===== config.mk =====
export PLATFORM = sky130hd
export DESIGN_NAME = seq_divider_flat
export DESIGN_NICKNAME = d
export VERILOG_FILES = /design/src/rtl/seq_divider_pkg.sv /design/src/rtl/seq_divider_if.sv /design/src/rtl/seq_divider_div_step.sv /design/src/rtl/seq_divider.sv /design/src/flat_wrapper.sv
export SDC_FILE = /design/constraint.sdc
export NUM_CORES = 1
export LEC_CHECK = 0
export ABC_AREA = 1
export CORE_AREA = 4 4 87 89
export CTS_CLUSTER_SIZE = 8
export DETAILED_ROUTE_END_ITERATION = 12
export DIE_AREA = 0 0 91 93
export GPL_ROUTABILITY_DRIVEN = 0
export PLACE_DENSITY = 0.84
export SLEW_MARGIN = 20
export SYNTH_ARGS = -nofsm -noshare
export SYNTH_HDL_FRONTEND = slang
export SYNTH_SLANG_ARGS = --single-unit

===== constraint.sdc =====
create_clock -name clk -period 4.75 [get_ports clk]
set_input_delay 0.475 -clock clk [delete_from_list [all_inputs] [get_ports clk]]
set_output_delay 0.475 -clock clk [all_outputs]
set_load 0.01 [all_outputs]

===== src/rtl/seq_divider_pkg.sv =====
// Shared types and sizing helpers for the sequential signed divider.
package divider_pkg;

    typedef enum logic [1:0] {
        IDLE,
        CALC,
        FIX
    } state_t;

    localparam int WIDTH_DEF = 8;
    localparam int CNT_W     = $clog2(WIDTH_DEF + 1);

    function automatic int cnt_width(input int w);
        return $clog2(w + 1);
    endfunction

endpackage


===== src/rtl/seq_divider_if.sv =====
// Operand/result bundle shared by the divider and its requester.
interface seq_divider_if #(
    parameter int WIDTH = 8
);
    logic signed [2*WIDTH-1:0] dividend;
    logic signed [WIDTH-1:0]   divisor;
    logic                      start;
    logic signed [WIDTH-1:0]   quo;
    logic signed [WIDTH-1:0]   rem;
    logic                      ready;
    logic                      div0;
    logic                      ovf;

    modport master (
        output dividend, divisor, start,
        input  quo, rem, ready, div0, ovf
    );

    modport slave (
        input  dividend, divisor, start,
        output quo, rem, ready, div0, ovf
    );
endinterface


===== src/rtl/seq_divider_div_step.sv =====
// One unsigned restoring step: trial-subtract the divisor from the shifted partial remainder.
module div_step #(
    parameter int WIDTH = 8
) (
    input  logic [WIDTH:0]   rem_i,
    input  logic [WIDTH-1:0] dvs_i,
    output logic [WIDTH-1:0] rem_o,
    output logic             q_o
);
    logic [WIDTH-1:0] diff;

    // The partial remainder is always below the divisor, so a successful
    // subtraction never needs more than WIDTH bits.
    assign diff  = rem_i[WIDTH-1:0] - dvs_i;
    assign q_o   = (rem_i >= {1'b0, dvs_i});
    assign rem_o = q_o ? diff : rem_i[WIDTH-1:0];
endmodule


===== src/rtl/seq_divider.sv =====
// Sequential signed divider, one restoring step per clock; quotient truncates toward zero.
// Remainder output is built only when DIVIDER_REM_EN is defined, otherwise it reads 0.
//   state | meaning
//   IDLE  | results valid, waiting for start
//   CALC  | WIDTH unsigned restoring steps on the magnitudes
//   FIX   | sign correction, error masking, results registered
module seq_divider
    import divider_pkg::*;
#(
    parameter int WIDTH = 8
) (
    input logic          clk,
    input logic          rst,
    seq_divider_if.slave bus
);
    localparam int                CNT_BITS = cnt_width(WIDTH);
    localparam logic [CNT_BITS-1:0] LAST   = CNT_BITS'(WIDTH - 1);
    localparam logic [WIDTH-1:0]  HALF     = {1'b1, {(WIDTH-1){1'b0}}};
    localparam logic [WIDTH-1:0]  HALF_M1  = {1'b0, {(WIDTH-1){1'b1}}};

    state_t              state_q;
    logic [CNT_BITS-1:0] cnt_q;
    logic [WIDTH-1:0]    acc_q;
    logic [WIDTH-1:0]    qsh_q;
    logic [WIDTH-1:0]    dvs_q;
    logic                qneg_q;
    logic                div0_pend_q;
    logic                pre_ovf_q;
    logic [WIDTH-1:0]    quo_q;
    logic                div0_q;
    logic                ovf_q;
    logic                ready_q;
`ifdef DIVIDER_REM_EN
    logic                rneg_q;
    logic [WIDTH-1:0]    rem_q;
    logic [WIDTH-1:0]    rem_fix;
`endif

    logic [2*WIDTH-1:0]  dvd_mag;
    logic [WIDTH-1:0]    dvs_mag;
    logic [WIDTH-1:0]    step_rem;
    logic                step_q;
    logic                post_ovf;
    logic                op_ovf;
    logic                op_err;
    logic [WIDTH-1:0]    quo_fix;

    // Magnitudes are unsigned at full width so the most negative operand survives.
    assign dvd_mag = bus.dividend[2*WIDTH-1] ? -bus.dividend : bus.dividend;
    assign dvs_mag = bus.divisor[WIDTH-1]    ? -bus.divisor  : bus.divisor;

    div_step #(.WIDTH(WIDTH)) u_step (
        .rem_i (({acc_q, qsh_q[WIDTH-1]})),
        .dvs_i (dvs_q),
        .rem_o (step_rem),
        .q_o   (step_q)
    );

    // A negative quotient may reach one step further than a positive one.
    assign post_ovf = qneg_q ? (qsh_q > HALF) : (qsh_q > HALF_M1);
    assign op_ovf   = !div0_pend_q && (pre_ovf_q || post_ovf);
    assign op_err   = div0_pend_q || op_ovf;
    assign quo_fix  = qneg_q ? -qsh_q : qsh_q;
`ifdef DIVIDER_REM_EN
    assign rem_fix  = rneg_q ? -acc_q : acc_q;
`endif

    always_ff @(posedge clk or negedge rst) begin
        if (!rst) begin
            state_q     <= IDLE;
            cnt_q       <= '0;
            acc_q       <= '0;
            qsh_q       <= '0;
            dvs_q       <= '0;
            qneg_q      <= 1'b0;
            div0_pend_q <= 1'b0;
            pre_ovf_q   <= 1'b0;
            quo_q       <= '0;
            div0_q      <= 1'b0;
            ovf_q       <= 1'b0;
            ready_q     <= 1'b1;
`ifdef DIVIDER_REM_EN
            rneg_q      <= 1'b0;
            rem_q       <= '0;
`endif
        end else begin
            case (state_q)
                IDLE: begin
                    if (bus.start) begin
                        acc_q       <= dvd_mag[2*WIDTH-1:WIDTH];
                        qsh_q       <= dvd_mag[WIDTH-1:0];
                        dvs_q       <= dvs_mag;
                        qneg_q      <= bus.dividend[2*WIDTH-1] ^ bus.divisor[WIDTH-1];
                        div0_pend_q <= (bus.divisor == '0);
                        pre_ovf_q   <= (dvd_mag[2*WIDTH-1:WIDTH] >= dvs_mag);
                        cnt_q       <= '0;
                        ready_q     <= 1'b0;
                        state_q     <= CALC;
`ifdef DIVIDER_REM_EN
                        rneg_q      <= bus.dividend[2*WIDTH-1];
`endif
                    end
                end
                CALC: begin
                    acc_q <= step_rem;
                    qsh_q <= {qsh_q[WIDTH-2:0], step_q};
                    if (cnt_q == LAST) begin
                        state_q <= FIX;
                    end else begin
                        cnt_q <= cnt_q + CNT_BITS'(1);
                    end
                end
                FIX: begin
                    quo_q   <= op_err ? '0 : quo_fix;
                    div0_q  <= div0_pend_q;
                    ovf_q   <= op_ovf;
                    ready_q <= 1'b1;
                    state_q <= IDLE;
`ifdef DIVIDER_REM_EN
                    rem_q   <= op_err ? '0 : rem_fix;
`endif
                end
                default: begin
                    state_q <= IDLE;
                    ready_q <= 1'b1;
                end
            endcase
        end
    end

    assign bus.quo   = quo_q;
    assign bus.div0  = div0_q;
    assign bus.ovf   = ovf_q;
    assign bus.ready = ready_q;
`ifdef DIVIDER_REM_EN
    assign bus.rem   = rem_q;
`else
    assign bus.rem   = '0;
`endif
endmodule


===== src/flat_wrapper.sv =====
// flat-port wrapper written by rule: the top's interface ports become plain ports
module seq_divider_flat import divider_pkg::*;
#(
    parameter int WIDTH = 8
)
  (clk, rst, bus_dividend, bus_divisor, bus_start, bus_quo, bus_rem, bus_ready, bus_div0, bus_ovf);
  seq_divider_if #(.WIDTH(WIDTH)) bus_i ();
  input logic clk;
  input logic rst;
  input wire logic [$bits(bus_i.dividend)-1:0] bus_dividend;
  input wire logic [$bits(bus_i.divisor)-1:0] bus_divisor;
  input wire logic [$bits(bus_i.start)-1:0] bus_start;
  output wire logic [$bits(bus_i.quo)-1:0] bus_quo;
  output wire logic [$bits(bus_i.rem)-1:0] bus_rem;
  output wire logic [$bits(bus_i.ready)-1:0] bus_ready;
  output wire logic [$bits(bus_i.div0)-1:0] bus_div0;
  output wire logic [$bits(bus_i.ovf)-1:0] bus_ovf;
  assign bus_i.dividend = bus_dividend;
  assign bus_i.divisor = bus_divisor;
  assign bus_i.start = bus_start;
  assign bus_quo = bus_i.quo;
  assign bus_rem = bus_i.rem;
  assign bus_ready = bus_i.ready;
  assign bus_div0 = bus_i.div0;
  assign bus_ovf = bus_i.ovf;
  seq_divider #(.WIDTH(WIDTH)) u_core (.clk(clk), .rst(rst), .bus(bus_i));
endmodule

## Word-level counts from Yosys, hierarchy flattened

Index checks and enable logic that the tools add are counted.

- Add/sub/neg operators: 5
- Order comparisons: 4
- Eq/ne operators: 6
- Mux-type cells: 18
- Bitwise operators: 2
- Reduce and logical (&&, ||, !) cells: 12

Operator list:

| cell | count |
|---|---|
| $mux 8 | 6 |
| $pmux 8 s2 | 2 |
| $mux 16 | 1 |
| $neg 16->16 | 1 |
| $neg 8->8 | 2 |
| $ge 9x8->1 | 1 |
| $ge 8x8->1 | 1 |
| $gt 8x7->1 const B | 1 |
| $gt 8x8->1 const B | 1 |
| $logic_not 8->1 | 1 |
| $mux 4 | 2 |
| $pmux 4 s2 | 1 |
| $reduce_and 2->1 | 4 |
| $sub 8x8->8 | 1 |
| $add 4x1->4 const B | 1 |
| $eq 4x3->1 const B | 1 |
| $mux 2 | 2 |
| $ne 2x2->1 const B | 2 |
| $pmux 2 s2 | 1 |
| $reduce_and 3->1 | 1 |
| $eq 2x1->1 const B | 1 |
| $eq 2x2->1 const B | 1 |
| $logic_not 2->1 | 1 |
| $logic_or 1x1->1 | 2 |
| other kinds (8) | 9 |

- Register bits: 44
- Output and inout bits: 19

## Logic depth before layout (Yosys ltp)

Gate-level depths: netlist of run 1.

- Depth after elaboration: 6
- Mapped depth: 16
- Mapped depth without buffers: 16

## Hierarchy

A second synthesis of run 1 with hierarchy kept.

- Cells, all modules: 479
- Area total of the unflattened synthesis: 3430.8 um^2

Modules (own cells, without submodules):

| module | instances | cells each | area an instance (um^2) | sequential area each (um^2) |
|---|---|---|---|---|
| seq_divider | 1 | 370 | 2776.4 | 1102.3 |
| div_step | 1 | 109 | 654.4 | 0.0 |

## Worst setup path before layout of run 1

No wires, ideal clock.

- Kind: input to register
- Start: input port bus_divisor[0]
- End: register u_core.pre_ovf_q
- Arrival time: 2.007 ns
- Data required time: 4.633 ns
- Slack: 2.626 ns
- Cell stages on the path: 15
- Path through: inv_1 ha_1 inv_1 nor3_1 nand3_1 nand2_1 xor2_1 inv_1 ha_1 nand2_1 nor2_1 a211oi_1 nand3_1 nand2_1 nand2_1

- Longest elaborated chain between the ends: 3

RTL lines:

| what | RTL line | text |
|---|---|---|
| start, declared | flat_wrapper.sv:11 | `input wire logic [$bits(bus_i.divisor)-1:0] bus_divisor;` |
| $neg 8->8 | seq_divider.sv:50 | `assign dvs_mag = bus.divisor[WIDTH-1] ? -bus.divisor : bus.divisor;` |
| $mux 8 * | seq_divider.sv:50 |  |
| $ge 8x8->1 * | seq_divider.sv:95 | `pre_ovf_q <= (dvd_mag[2*WIDTH-1:WIDTH] >= dvs_mag);` |
| end signal, assigned | seq_divider.sv:95 |  |
| end, declared | seq_divider.sv:28 | `logic pre_ovf_q;` |

Mark *: on every way between the ends. The rest lies on a longest branch, timed or not.
A chain may end at the register's enable or synchronous reset.

## Final worst setup path of run 1

- Start: input port bus_dividend[15]
- End: register u_core.pre_ovf_q

- Longest elaborated chain between the ends: 3

RTL lines:

| what | RTL line | text |
|---|---|---|
| start, declared | flat_wrapper.sv:10 | `input wire logic [$bits(bus_i.dividend)-1:0] bus_dividend;` |
| $neg 16->16 | seq_divider.sv:49 | `assign dvd_mag = bus.dividend[2*WIDTH-1] ? -bus.dividend : bus.dividend;` |
| $mux 16 * | seq_divider.sv:49 |  |
| $ge 8x8->1 * | seq_divider.sv:95 |  |

Marked as above.

==> results of run 1 <==
## critical path: stages
cell	delay, ns
clkdlybuf4s50_1	0.81
clkinv_1	0.39
nor4_1	0.40
ha_1	0.31
nand2_1	0.11
nor2_1	0.06
a211oi_1	0.17
nand3_1	0.10
nand2_1	0.06
nand2_1	0.06
## flip-flops by register name (all words and copies together), names as in the netlist
register            flops
u_core.pre_ovf_q        1
u_core.state_q          2
u_core.qsh_q            8
u_core.qneg_q           1
u_core.div0_pend_q      1
u_core.cnt_q            4
u_core.bus.quo          8
u_core.bus.ovf          1
u_core.dvs_q            8
u_core.bus.div0         1
u_core.acc_q            8
u_core.bus.ready        1
## how the worst min path moves through the flow
| stage | startpoint | end | slack [ns] | cells after the start |
|---|---|---|---|---|
| floorplan | rst | u_core.acc_q[0] | 0.18 | 0 |
| global placement | u_core.bus.quo[4] | u_core.bus.quo[4] | 0.47 | 2 |
| detailed placement | u_core.bus.quo[3] | u_core.bus.quo[3] | 0.47 | 2 |
| CTS | rst | u_core.bus.quo[6] | 0.34 | 1 |
| global route | rst | u_core.bus.quo[3] | 0.39 | 1 |
| finish | rst | u_core.bus.quo[6] | 0.32 | 1 |
## layout make-up
class | instances | area, sq um | area share
Sequential cell | 44 | 1100 | 0.290
Clock buffer | 6 | 82.6 | 0.0217
Inverter | 72 | 270 | 0.0710
Multi-Input combinational cell | 343 | 1830 | 0.481
Clock inverter | 2 | 38.8 | 0.0102
Tap cell | 80 | 100 | 0.0263
Timing Repair Buffer | 39 | 380 | 0.0999
## kinds of logic after synthesis
group / Yosys count / share of synthesized area
fa+ha+maj: 21 / 0.0819
xor+xnor: 22 / 0.0584
simple gates: 233 / 0.303
compound gates: 59 / 0.103
flops: 44 / 0.334
buf+inv: 92 / 0.119
other cells: 1 / 0.00114
## metal layers
layer | vias up | share of wire | routed length [um]
met2 | 123 | 0.49 | 4030
li1 | 1553 | - | -
met1 | 1482 | 0.42 | 3470
met4 | 0 | 0.034 | 276
met5 | - | 0 | 0
met3 | 28 | 0.052 | 429
## placed cells by master, fill, tap and decap left out, drive strengths merged, types with 2 or more instances in the layout
cell type      netlist  final
a21oi               13     13
a22oi                6      6
buf                 14      3
clkbuf               6      6
clkdlybuf4s50        0     36
clkinv               1      2
conb                 1      8
dfrtp               43     43
ha                  20     20
inv                 71     71
nand2              126    126
nand3               43     43
nand3b               2      2
nand4                6      6
nor2                44     44
nor3                 7      7
o21ai               31     31
o221ai               2      2
o31ai                2      2
or2                  3      3
xnor2                2      2
xor2                20     20
## report_power, final
group	internal (mW)	switching, mW	leakage (nW)	total (mW)
Combinational	0.533	0.832	1.35	1.36
Sequential	0.538	0.128	0.546	0.666
Clock	0.172	0.128	0.0614	0.300
==> impl_summary.log, run 1 <==
[metrics] Yosys top cell area share: 0.326
[metrics] total of cells resized after clock tree synthesis: 0
[metrics] critical path fanouts, max: 17
[metrics] Max Clock Skew: 0.0111 ns
[metrics] gr busiest metal: met2
[metrics] count of endpoints failing setup in the final report: 0
[metrics] share of async-settable or async-resettable flops after synthesis: 1.00
[metrics] top area cells in the synthesized netlist: dfrtp_1 (33%), nand2_1 (14%), inv_1 (8.0%)
[metrics] worst reg-to-reg path cell count: 9
[metrics] Unique masters post-synth: 38
[metrics] iteration count of the initial detailed-routing pass: 5
[metrics] unrepaired setup endpoints after global routing: false
[metrics] pre-CTS setup slack: 1.75 ns
[metrics] fraction of the core area covered by cells at the end of the flow: 0.563
[metrics] maximum vdd drop: 282 uV
[metrics] Starting Density: 0.488
[metrics] total routing usage reported by global routing: 0.196
[metrics] Post-Syn Area per Cell: 6.99 sq um
[metrics] critical path endpoint category: flip-flop
[metrics] filler instances: roughly 650
[metrics] via density per instance: around 5.4
[metrics] placement row count: 30
[metrics] wire length per cell: 14.0 um
[metrics] min setup slack post-route: 1.99 ns
[metrics] clock tree from TritonCTS: yes
[metrics] buffers inserted during post-CTS setup optimization: 0
[metrics] grt met3 use: 0.0265
[metrics] Max Freq: 363 MHz
[metrics] total clock buffers created by CTS: 5
[metrics] areal power density over the cells: 612 mW/mm^2
[metrics] CTS H-Tree Depth: 2
[metrics] Global Route met1 Usage: 0.233
[metrics] critical register-to-register path endpoint: u_core.acc_q[7]
[metrics] Vias: about 3200
[metrics] I/O pin total: 46
[metrics] core area: 0.00676 sq mm
[metrics] primary flip-flop cell chosen by synthesis mapping: dfrtp_1
[metrics] deepest clock path buffer count: 2
[metrics] cell area after layout: between 0.003 and 0.004 sq mm
[metrics] Routed Antenna Nets: 0
[metrics] share of the clock period used by the worst path after layout: 0.580
[metrics] Area after DPL: between 0.003 and 0.004 sq mm
[metrics] final-stage net count: 553
[metrics] antenna violations before repair: 0
[metrics] full die area: ~0.0085 sq mm
[metrics] library cell with the largest summed area after synthesis: dfrtp_1
[metrics] buffers added on ports: 37
[metrics] overall power after layout: between 2 and 2.5 mW
[metrics] max-cap check violation count: 0
[metrics] root buffer cell: clkbuf_8
[metrics] worst min-delay path category: input pin to asynchronous set/reset pin
[metrics] Pleak: 1.95 nW
[metrics] hold bufs inserted after CTS: 0
[metrics] final-layout worst hold slack: 0.318 ns
[metrics] final number of hold-violating endpoints: 0
[metrics] warnings from Yosys: 0
[metrics] top post-synthesis cells by count: nand2_1 (121), inv_1 (70), dfrtp_1 (43), nor2_1 (43), nand3_1 (42)
[metrics] number of non-filler instances in the completed layout: 586
[metrics] area added between synthesis and finish: 15.4%
[metrics] Slew Limit Fails: 0
[metrics] vias in the first global route: between 3000 and 4000
[metrics] gate count after technology mapping: 472
[metrics] worst rel slew slack: 0.362
[metrics] half-perimeter wire length of the detailed placement result: around 6.5 mm
[metrics] Num Clock Sinks: 44
[metrics] wire length of the first global-routing pass: 13.8 mm
[metrics] worst-skew pair later-pin latency: about 0.3 ns
[metrics] GR met2 Demand/Resource: 0.348
[metrics] Mapped Area: 0.00330 sq mm
[metrics] slew at the pin closest to its max-slew limit: about 0.96 ns
[metrics] required time at the worst-slack endpoint: 4.93 ns
[metrics] gr ovfl total: 0
[metrics] CTS clk-pin slew, worst paths: 0.09 ns
[metrics] dpl cells: 578
[metrics] type of the worst setup path: input pin to flip-flop
[metrics] diodes inserted: 0
[metrics] arrival time of data at the critical path endpoint: roughly 3 ns
[metrics] layout cell share with drive strength beyond 1: 0.0474
[metrics] remaining design rule violation count: 0
[metrics] setup TNS after final layout: 0 ns
[metrics] most common cell in the netlist: nand2_1
[metrics] largest net degree at the start of global routing: 45
[metrics] register-to-register setup slack: about 2.2 ns
[metrics] clock period minus final worst setup slack: 2.76 ns
[metrics] reg-to-reg critical path startpoint: u_core.state_q[1]
[metrics] vertical extent of the die: between 90 and 100 um
[metrics] Post-synth EDFFs: 0
[metrics] post-synthesis register bit count: 44
[metrics] kind of launch point of the worst setup path: input pin
[metrics] run status: finished, final reports clean
[metrics] die span in x: 91 um
[metrics] Critical path destination: u_core.pre_ovf_q
[metrics] Worst setup startpoint: bus_dividend[15]
[metrics] DRT Wirelength: 8.20 mm
[metrics] Starting DRT DRC Count: 156
[metrics] sequential area share after synthesis: 0.334
Note: power is estimated with default switching activity, not from simulation.
==> run 2, diff against run 1 <==
PLACE_DENSITY = 0.87   (was 0.84)
clock period = 2.3 ns   (was 4.75 ns; I/O delays follow)
==> run 2 against run 1 <==
Cell count up 7.3%. Worst hold slack got worse by 0.26 ns. Non-clock buffer count up 43. Die area did not move. Combinational power grew 120%. Clock skew decreased by 0.0023 ns. Largest cell class unchanged.
==> impl_summary.log, run 2 (synthesis gave the netlist of run 1 again) <==
[metrics] hold bufs inserted after CTS: 0 (unchanged)
[metrics] slew at the pin closest to its max-slew limit: 0.934 ns (-0.0226 ns)
[metrics] most frequent cell on the critical path: nand2_1
[metrics] reg-to-reg critical path startpoint: u_core.acc_q[5]
[metrics] vertical extent of the die: 93 um (unchanged)
[metrics] most common cell after layout, fill and taps aside: nand2_1
[metrics] buffers added on ports: 37 (unchanged)
[metrics] CP peak stage delay: 0.43 ns (-0.38 ns)
[metrics] highest-count cells in the layout ignoring fill and taps: nand2_1 (118), inv_1 (67), buf_4 (45)
[metrics] max-cap check violation count: 0 (unchanged)
[metrics] share of the clock period used by the worst path after layout: 0.973
[metrics] maximum vdd drop: 467 uV (+65%)
[metrics] Starting DRT DRC Count: 263 (+69%)
[metrics] areal power density over the cells: 1180 mW/mm^2 (+92%)
[metrics] deepest clock path buffer count: 2 (unchanged)
[metrics] Bufs and invs on worst path: 1 (-1)
[metrics] wire length of the first global-routing pass: 14.1 mm (+2.3%)
[metrics] type of the worst setup path: input pin to flip-flop
[metrics] DRT Wirelength: 8.55 mm (+4.3%)
[metrics] total routing usage reported by global routing: 0.201 (+0.00453)
[metrics] Pleak: 2.17 nW (+11%)
[metrics] series of cell instances along the critical path: clkdlybuf4s50_1 -> nor2_2 -> nand3_1 -> nor3_2 -> nand2_2 -> nand2_1 -> nand2_1 -> nand2_1 -> ha_1 -> a21oi_1 -> nor2_1 -> a211oi_1 -> nand3_1 -> nand2_1 -> nand2_1
[metrics] critical path fanouts, max: 3 (-14)
[metrics] root buffer cell: clkbuf_8
[metrics] overall power after layout: 4.94 mW (+110%)
[metrics] kind of launch point of the worst setup path: input pin
[metrics] Num Clock Sinks: 44 (unchanged)
[metrics] Max Freq: about 450 MHz
[metrics] Routed Antenna Nets: 0 (unchanged)
[metrics] CTS clk-pin slew, worst paths: 0.09 ns (about the same)
[metrics] Max Clock Skew: 0.00878 ns (-0.00231 ns)
[metrics] vias in the first global route: 3346 (+6.0%)
[metrics] layout cell share with drive strength beyond 1: 0.157 (+0.109)
[metrics] final-stage net count: 596 (+7.8%)
[metrics] area added between synthesis and finish: 27.1%
[metrics] count of endpoints failing setup in the final report: 0 (unchanged)
[metrics] footprint of the flip-flops and latches: 0.00110 sq mm (unchanged)
[metrics] CTS H-Tree Depth: 2 (unchanged)
[metrics] min setup slack post-route: 0.0630 ns (-1.93 ns)
[metrics] Area after DPL: 0.00399 sq mm (+8.1%)
[metrics] core area: 0.00676 sq mm (unchanged)
[metrics] number of non-filler instances in the completed layout: 629 (+7.3%)
[metrics] Slew Limit Fails: 0 (unchanged)
[metrics] via density per instance: 5.41 (-0.55%)
[metrics] critical path endpoint category: flip-flop
[metrics] antenna violations before repair: 0 (unchanged)
[metrics] worst rel slew slack: 0.377 (+0.0151)
[metrics] final number of hold-violating endpoints: 0 (unchanged)
[metrics] diodes inserted: 0 (unchanged)
[metrics] Slowest-stage cell, CP: clkdlybuf4s50_1
[metrics] largest net degree at the start of global routing: 45 (unchanged)
[metrics] remaining design rule violation count: 0 (unchanged)
[metrics] Worst setup startpoint: bus_dividend[12]
[metrics] half-perimeter wire length of the detailed placement result: 6.46 mm (-0.21%)
[metrics] pre-CTS setup slack: -0.300 ns (-2.05 ns)
[metrics] clock period minus final worst setup slack: ~2.2 ns
[metrics] placement row count: 30 (unchanged)
[metrics] gr ovfl total: 0 (unchanged)
[metrics] wire length per cell: 13.6 um (-2.8%)
[metrics] full die area: 0.00846 sq mm (unchanged)
[metrics] cell area after layout: 0.00419 sq mm (+10%)
[metrics] worst-skew pair later-pin latency: 0.31 ns (about the same)
[metrics] worst min-delay path category: input pin to asynchronous set/reset pin
[metrics] dpl cells: 618 (+6.9%)
[metrics] iteration count of the initial detailed-routing pass: 5 (unchanged)
[metrics] Largest delay share family, worst path: simple AND/OR/NAND/NOR gates
[metrics] filler instances: 559 (-15%)
[metrics] Starting Density: 0.488 (unchanged)
[metrics] clock tree from TritonCTS: yes
[metrics] required time at the worst-slack endpoint: 2.50 ns (-2.43 ns)
[metrics] arrival time of data at the critical path endpoint: 2.44 ns (-0.50 ns)
[metrics] I/O pin total: 46 (unchanged)
[metrics] Vias: 3401 (+6.7%)
[metrics] run status: finished, final reports clean
[metrics] Multi-input gate area: 0.00190 sq mm (+3.5%)
[metrics] setup TNS after final layout: 0 ns (unchanged)
[metrics] total clock buffers created by CTS: 5 (unchanged)
[metrics] die span in x: 91 um (unchanged)
==> run 2: cell types whose count changed in the layout (fill, tap and decap cells not counted), sizes merged <==
cell,previous run,this run
clkbuf,6,5
clkdlybuf4s50,36,34
buf,3,46
dlymetal6s2s,0,2
clkinv,2,3
==> run 2: path summary, 6_finish.rpt <==
| kind | slack (ns) | to | depth (start not counted) |
|---|---|---|---|
| worst max-delay path | 0.06 | u_core.pre_ovf_q | 15 |
| worst min-delay path | 0.05 | u_core.bus.quo[3] | 1 |
| worst max register to register | 0.24 | u_core.acc_q[1] | 11 |
| worst min register to register | 0.50 | u_core.bus.quo[1] | 2 |
| max in group asynchronous | 1.66 | u_core.dvs_q[7] | 1 |
| min in group clk | 0.38 | u_core.dvs_q[0] | 4 |
==> run 2: final cells by class <==
class                      count  share of cell area
clock inverter                 3              0.0113
inverter                      72              0.0645
tap                           80              0.0239
timing repair buffer          82               0.169
clock buffer                   5              0.0164
multi-input combinational    343               0.452
sequential                    44               0.263
==> run 2: power by group <==
group / switching (mW) / internal (mW)
registers: 0.274 / 1.11
logic: 1.76 / 1.19
clock network: 0.281 / 0.327
==> run 2: per-layer routing <==
layer	routed length [um]	vias up	share of wire	global-route usage
met4	351	0	0.041	0.112
met5	0	-	0	0
met1	3360	1562	0.39	0.228
met3	464	34	0.054	0.0209
li1	-	1649	-	-
met2	4380	156	0.51	0.367
==> run 2: what timing repair did <==
item                                    4_1_cts  5_1_grt
hold endpoints to repair                      0        0
setup buffers                                 0        3
endpoints found under the setup margin        0        1
gates resized for setup                       0       21
==> run 2: metrics by stage <==
step / utilization / hold WS, ns
after detailed placement: 0.590 / 0.420
final: 0.621 / 0.0545
after CTS: 0.607 / 0.0908
after global routing: 0.621 / 0.131
after floorplan: - / -0.0656
after global placement: 0.590 / 0.415
==> run 3, diff against run 2 <==
CTS_CLUSTER_DIAMETER = 120   (was not set)
==> results of run 3 <==
Final layout, timing and power as in run 2 (identical DEF).
